**src/rtl/fft_ctrl_pkg.sv**
```systemverilog
// Shared types and constants for the FFT module-1 control-unit chain.
package fft_ctrl_pkg;

    localparam int unsigned N_PT_DEF = 512;

    typedef enum logic [1:0] {
        IDLE  = 2'd0,
        RUN   = 2'd1,
        DRAIN = 2'd2
    } cu_state_e;

    // Twiddle-select encoding common to all module-1 control units
    localparam int unsigned TW_SEL_W = 2;
    localparam logic [TW_SEL_W-1:0] TW_SEL_ONE  = 2'd0;
    localparam logic [TW_SEL_W-1:0] TW_SEL_NEGJ = 2'd1;
    localparam logic [TW_SEL_W-1:0] TW_SEL_W8   = 2'd2;
    localparam logic [TW_SEL_W-1:0] TW_SEL_W8_3 = 2'd3;

endpackage

```
**src/rtl/cu_mod1_1_cnt_frame.sv**
```systemverilog
// Frame sample counter: enable, sync clear, load-to-1 and terminal-count flag.
module cnt_frame
    import fft_ctrl_pkg::*;
#(
    parameter int unsigned N_PT  = N_PT_DEF,
    parameter int unsigned CNT_W = $clog2(N_PT)
) (
    input  logic             clk,
    input  logic             rst,
    input  logic             en,
    input  logic             clr,
    input  logic             load1,
    output logic [CNT_W-1:0] cnt,
    output logic             tc_c
);

    assign tc_c = (cnt == CNT_W'(N_PT - 1));

    // clear wins over load, load wins over count
    always_ff @(posedge clk) begin
        if (rst || clr) begin
            cnt <= '0;
        end else if (load1) begin
            cnt <= CNT_W'(1);
        end else if (en) begin
            cnt <= tc_c ? '0 : cnt + CNT_W'(1);
        end
    end

endmodule

```
**src/rtl/cu_mod1_1.sv**
```systemverilog
// Control unit for the delay-1 SDF butterfly stage of FFT module 1.
module cu_mod1_1
    import fft_ctrl_pkg::*;
#(
    parameter int unsigned N_PT  = N_PT_DEF,
    parameter int unsigned CNT_W = $clog2(N_PT)
) (
    input  logic clk,
    input  logic rst,
    input  logic valid_fac8_0,
    input  logic alert_mod10,
    output logic bf_en,
    output logic tw_negj,
    output logic valid_fac8_1,
    output logic alert_mod11,
    output logic frame_done,
    output logic err
);

    cu_state_e            state, state_nxt;
    logic [CNT_W-1:0]     in_cnt, out_cnt;
    logic                 in_tc, out_tc;
    logic                 in_en, in_load1, out_en, out_clr;
    logic                 vout_nxt, bf_nxt, done_nxt, err_nxt, alert_nxt;
    logic [TW_SEL_W-1:0]  tw_sel_c;

    cnt_frame #(.N_PT(N_PT), .CNT_W(CNT_W)) u_in_cnt (
        .clk   (clk),
        .rst   (rst),
        .en    (in_en),
        .clr   (1'b0),
        .load1 (in_load1),
        .cnt   (in_cnt),
        .tc_c  (in_tc)
    );

    cnt_frame #(.N_PT(N_PT), .CNT_W(CNT_W)) u_out_cnt (
        .clk   (clk),
        .rst   (rst),
        .en    (out_en),
        .clr   (out_clr),
        .load1 (1'b0),
        .cnt   (out_cnt),
        .tc_c  (out_tc)
    );

    always_ff @(posedge clk) begin
        if (rst) begin
            state <= IDLE;
        end else begin
            state <= state_nxt;
        end
    end

    // Next state, counter controls and next output-slot contents
    always_comb begin
        state_nxt = state;
        in_en     = 1'b0;
        in_load1  = 1'b0;
        out_en    = 1'b0;
        out_clr   = 1'b0;
        vout_nxt  = 1'b0;
        bf_nxt    = 1'b0;
        done_nxt  = 1'b0;
        err_nxt   = 1'b0;
        case (state)
            IDLE: begin
                if (valid_fac8_0 && alert_mod10) begin
                    state_nxt = RUN;
                    in_load1  = 1'b1;
                    out_clr   = 1'b1;
                end else if (valid_fac8_0) begin
                    err_nxt = 1'b1;
                end
            end
            RUN: begin
                if (alert_mod10) begin
                    // restart: this sample becomes the new frame's buffered first
                    err_nxt  = 1'b1;
                    in_load1 = 1'b1;
                    out_clr  = 1'b1;
                end else if (valid_fac8_0) begin
                    vout_nxt = (in_cnt != '0);
                    bf_nxt   = in_cnt[0];
                    in_en    = 1'b1;
                    out_en   = (in_cnt != '0);
                    if (in_tc) begin
                        state_nxt = DRAIN;
                    end
                end
            end
            DRAIN: begin
                vout_nxt = 1'b1;
                done_nxt = 1'b1;
                out_en   = 1'b1;
                out_clr  = out_tc;
                if (valid_fac8_0 && alert_mod10) begin
                    state_nxt = RUN;
                    in_load1  = 1'b1;
                end else begin
                    state_nxt = IDLE;
                end
            end
            default: state_nxt = IDLE;
        endcase
    end

    assign tw_sel_c  = (vout_nxt && (out_cnt[1:0] == 2'b11)) ? TW_SEL_NEGJ : TW_SEL_ONE;
    assign alert_nxt = vout_nxt && (out_cnt == '0);

    always_ff @(posedge clk) begin
        if (rst) begin
            bf_en        <= 1'b0;
            tw_negj      <= 1'b0;
            valid_fac8_1 <= 1'b0;
            alert_mod11  <= 1'b0;
            frame_done   <= 1'b0;
            err          <= 1'b0;
        end else begin
            bf_en        <= bf_nxt;
            tw_negj      <= (tw_sel_c == TW_SEL_NEGJ);
            valid_fac8_1 <= vout_nxt;
            alert_mod11  <= alert_nxt;
            frame_done   <= done_nxt;
            err          <= err_nxt;
        end
    end

endmodule

```
**config.mk**
```make
export PLATFORM = sky130hd
export DESIGN_NAME = cu_mod1_1
export DESIGN_NICKNAME = d
export VERILOG_FILES = /design/src/rtl/fft_ctrl_pkg.sv /design/src/rtl/cu_mod1_1_cnt_frame.sv /design/src/rtl/cu_mod1_1.sv
export SDC_FILE = /design/constraint.sdc
export NUM_CORES = 1
export LEC_CHECK = 0
export CAP_MARGIN = 30
export CORE_ASPECT_RATIO = 1.4
export CORE_UTILIZATION = 36
export CTS_BUF_LIST = sky130_fd_sc_hd__clkbuf_8
export DETAILED_ROUTE_END_ITERATION = 6
export PLACE_DENSITY = 0.58
export SLEW_MARGIN = 5
export SYNTH_ARGS = -nofsm -noshare
export SYNTH_HDL_FRONTEND = slang
export SYNTH_HIERARCHICAL = 1
export SYNTH_SLANG_ARGS = --single-unit
```
**constraint.sdc**
```tcl
create_clock -name clk -period 4.85 [get_ports clk]
set_input_delay 0.97 -clock clk [delete_from_list [all_inputs] [get_ports clk]]
set_output_delay 0.97 -clock clk [all_outputs]
set_load 0.01 [all_outputs]
```
# Yosys cells after proc, flatten, opt, wreduce, memory -nomap -nowiden
# Cells that the tools add are included.
# word_totals
ff_bits	26
in_bits	4
out_inout_bits	6
elab_cells	60
# op_classes
addsub	2
n_eq_ne	10
n_mux	24
bitwise	2
reduce_logical	12
# ops
operator	n
$add A9 B1 Y9 const B	2
$eq A9 B9 Y1 const B	2
$mux W9	2
$mux W1	13
$logic_not A9 Y1	1
$reduce_bool A9 Y1	1
$mux W2	4
$ne A2 B2 Y1 const B	3
$pmux W1 S2	3
$pmux W2 S3	1
$eq A2 B2 Y1 const B	2
$reduce_and A4 Y1	1
$reduce_or A2 Y1	2
$reduce_or A4 Y1	1
$logic_and A1 B1 Y1	3
$pmux W1 S3	1
$eq A2 B1 Y1 const B	1
$logic_not A2 Y1	1
$ne A2 B1 Y1 const B	1
$not A1 Y1	2
$reduce_bool A2 Y1	1
$eq A1 B1 Y1 const B	1
$logic_or A1 B1 Y1	1

# Depth between registers and ports, before layout
# logic_depth
ltp_word	7
mapped_depth	9
ltp_nobuf	9

# By module
# The synthesis kept the hierarchy.
# by_module_without_submodules
module	n_inst	cells_per_inst	area_per_inst_um2	seq_area_each_um2
cu_mod1_1	1	52	460.4	160.2
cnt_frame at u_out_cnt	1	47	449.2	180.2
cnt_frame at u_in_cnt	1	48	445.4	180.2

# Worst setup path before layout
# No wires, ideal clock.
# synth_path
path_type	input port to flip-flop
startpoint	input port alert_mod10
endpoint	register u_out_cnt.cnt[7]
setup_ns	0.086
arrival_time_ns	2.226
required_ns	4.764
setup_slack_ns	2.538
cell_stages	7
path_buffers	1
path_cell_list	and3b_1 o21ai_0 nor2_1 buf_6 nand4_4 or3_1 a221oi_2
# synth_via
elab_cells_between_ends	7
classes_between	5 x mux; 2 x reduce/logical
# synth_rtl
item	line	rtl
start: declaration	cu_mod1_1.sv:11	input logic alert_mod10,
$mux W1	cu_mod1_1.sv:77	if (alert_mod10) begin
$pmux W1 S2	cu_mod1_1.sv:66	case (state)
via out_en	cu_mod1_1.sv:23	logic in_en, in_load1, out_en, out_clr;
end signal: assignment	cu_mod1_1_cnt_frame.sv:26	cnt <= tc_c ? '0 : cnt + CNT_W'(1);
end: declaration	cu_mod1_1_cnt_frame.sv:13	output logic [CNT_W-1:0] cnt,
# The timed path passes the listed nets, and every way through them passes these cells.
# A chain may end at the register's enable or synchronous reset.

# Worst setup path in the final report
# Ends and elaborated chain as after synthesis.

==> run summary <==
CTS tree: done
Crit Path Class: in -> reg
Htree depth: 1
Slowest cell on crit path: and3b_1
DRT iter0 DRCs: 25
Starting Density: 0.3753
Reg2reg path depth: 9
Synth Instances: 147
Detailed Routing Iterations Pass 1: 4
VDD IR-drop max: 0.1627 mV
Fmax: 0.3374 GHz
Max FO, Critical Path: 14
Critical Path Max Stage Delay: 560 ps
#FFs+latches synth: 26
Seq/Total Area, Yosys: 0.3841
Pwr per Cell Area: 281.9 nW/um2
Ant. Diodes: 0
Num ports: 10
Main synth FF type: dfxtp_1
Worst Setup End Kind: flop
Leading area contributor after synthesis: dfxtp_1
CP Launch Type: primary input
Clk_skew: 3.511 ps
Count leader, synth: dfxtp_1
Fin. Hold Viols: 0
Largest net degree at the start of global routing: 15
Post-layout min period: 2964 ps
LEAKAGE: 0.5899 nW
Arrival @ worst endpoint: 3150 ps
Post-CTS Setup Bufs: 0
Clock latency on the worst-skew pair: 260 ps
Setup violators final: 0
RSZ-0062 raised after global routing: no
Longest Clk Path Bufs: 2
TNS Setup: 0 ps
Post-synthesis cell area: 1355 um2
Fraction of layout instances using a drive strength above 1: 0.08642
CP endpoint: u_out_cnt/cnt[7]$_SDFFE_PP0P_
Overall Global Routing Usage: 0.1476
Std cell rows: 26
Number of synthesized flops with an enable pin: 0
Root Driver: clkbuf_8
Tcrit/Tclk final: 0.6111
Count of different cell masters after synthesis: 33
Drt total wl: 2475 um
Clk network pwr share: 0.312
Area of the multi-input gates: 814.5 um2
Mean Syn Cell Area: 9.218 um2
Core area: 3611 um2
First-pass GRT wire length: 4436 um
Vias in the first global route: 1054
Via count: 1055
Post-CTS Resized: 0
CTS Buf Count: 3
Fin area: 1555 um2
Clk pin slew, worst setup/hold paths: 90 ps
Internal power: 0.3267 mW
Comb power frac: 0.168
Ys async rst share: 0
Fill cells: 366
Layout area overhead: 14.77%
Status: complete, no violations
Top cells by area, synth: dfxtp_1, ha_1, nor2_1, xor2_1, or3_1
Routed len/inst: 12.13 um
Reg-to-Reg End: u_out_cnt/cnt[7]$_SDFFE_PP0P_
Die W: 53.85 um
Routed Antenna Nets: 0
CTS Sinks: 26
GRT overflow: 0
Initial antenna violation count: 0
Max-cap violations: 0
Crit-path cells: clkdlybuf4s50_1 -> and3b_1 -> o21ai_0 -> nor2_1 -> buf_4 -> nand4_4 -> or3_1 -> a221oi_2
Drc violations: 0
Gpl congestion: 0.7170
Vias per std cell: 5.172
R2r setup slk: 2500 ps
FF+latch area: 520.5 um2
CTS Hold Bufs: 0
Die area: 4017 um2
Post-DP HPWL: 1923 um
Sw Pwr: 0.1118 mW
Required time of the worst setup path: 5040 ps
Setup crit start: alert_mod10
Yosys top cell area share: 0.3841
Final net count: 177
Placed cell area: 1500 um2
Synth Warn #: 6
Worst R2R Start: state[1]$_SDFFE_PP0P_
I/O Buffers: 9
Die height: 74.59 um
Hold WC Path Type: reg -> reg
Max-slew violations: 0
Switching share of total power: 0.2549
Top cells by count, synth: dfxtp_1, nor2_1, ha_1, a21oi_1
Sequential power share: 0.520
power by group through the flow:
stage | Clock (mW) | Combinational [mW] | Sequential, mW
finish | 0.137 | 0.0738 | 0.228
CTS | 0.144 | 0.0744 | 0.228
floorplan | 0 | 0.0552 | 0.232
detailed placement | 0 | 0.0742 | 0.233
global placement | 0 | 0.0720 | 0.233
global route | 0.152 | 0.0828 | 0.229
cells by family (layout without fill, tap and decap cells):
kind of cell / count (synthesis) / after routing / synth area share
adder cells (fa/ha/maj): 10 / 10 / 0.09234
AND/OR/NAND/NOR: 67 / 67 / 0.2992
other: 1 / 4 / 0.002767
multiplexers: 4 / 4 / 0.02955
buffers and inverters: 6 / 18 / 0.02308
flip-flops: 26 / 26 / 0.3841
AO/OA/AOI/OAI: 27 / 27 / 0.1302
XOR/XNOR: 6 / 6 / 0.03878
worst max-delay path, delay by kind of cell:
family | cells | cell delay, ps
and+or+nand+nor | 4 | 1140
AOI/OAI and AO/OA | 2 | 360
buffers and inverters | 2 | 680
layout make-up:
| class | count | share of cell area |
|---|---|---|
| Tap cell | 42 | 0.03379 |
| Multi-Input combinational cell | 118 | 0.5237 |
| Clock buffer | 4 | 0.03540 |
| Timing Repair Buffer | 10 | 0.06275 |
| Sequential cell | 26 | 0.3347 |
| Inverter | 4 | 0.009654 |
stage by stage:
stage | setup WS (ps) | hold slack [ps] | std cells | utilization | total power, mW
6_report | 1886 | 514.2 | 204 | 0.4307 | 0.4384
3_5_place_dp | 1605 | 505.2 | 200 | 0.4155 | 0.3072
2_1_floorplan | 2538 | 471.2 | 150 | - | 0.2871
3_3_place_gp | 1659 | 490.2 | 200 | 0.4155 | 0.3046
4_1_cts | 1892 | 519.5 | 204 | 0.4307 | 0.4462
5_1_grt | 1690 | 554.8 | 204 | 0.4307 | 0.4638
layer usage:
metal	GRT usage	vias up	share of wire
met5	0	-	0
met4	0.05263	0	0.010
met3	0.02454	2	0.018
met2	0.2689	9	0.53
li1	-	551	-
met1	0.1663	493	0.45
state kept, by name (all words and copies together) (netlist names):
| register | flops |
|---|---|
| frame_done | 1 |
| state | 2 |
| u_out_cnt/cnt | 9 |
| tw_negj | 1 |
| u_in_cnt/cnt | 9 |
| err | 1 |
| alert_mod11 | 1 |
| bf_en | 1 |
| valid_fac8_1 | 1 |
cells in the final DEF, fill, tap and decap left out, drive strengths merged, types with 3 or more instances in the layout:
cell type      instances
clkbuf                 4
or3                    8
nand4                  6
xor2                   6
nor2                  17
o21ai                  9
a21oi                  9
ha                    10
nor2b                  4
nand2                  7
nor3                   5
clkdlybuf4s50          9
dfxtp                 26
inv                    4
conb                   4
nand2b                 3
mux2i                  4
nand3                  8
a211oi                 3
worst min path at each step:
stage / start / endpoint / slack [ps] / cells past startpoint
after floorplan: u_out_cnt/cnt[6]$_SDFFE_PP0P_ / u_out_cnt/cnt[6]$_SDFFE_PP0P_ / 470 / 2
after global placement: u_out_cnt/cnt[6]$_SDFFE_PP0P_ / u_out_cnt/cnt[6]$_SDFFE_PP0P_ / 490 / 2
after detailed placement: u_out_cnt/cnt[6]$_SDFFE_PP0P_ / u_out_cnt/cnt[6]$_SDFFE_PP0P_ / 510 / 2
after CTS: u_out_cnt/cnt[6]$_SDFFE_PP0P_ / u_out_cnt/cnt[6]$_SDFFE_PP0P_ / 520 / 2
after global routing: u_out_cnt/cnt[6]$_SDFFE_PP0P_ / u_out_cnt/cnt[6]$_SDFFE_PP0P_ / 550 / 2
final: u_out_cnt/cnt[6]$_SDFFE_PP0P_ / u_out_cnt/cnt[6]$_SDFFE_PP0P_ / 510 / 2
Note: power is estimated with default switching activity, not from simulation.
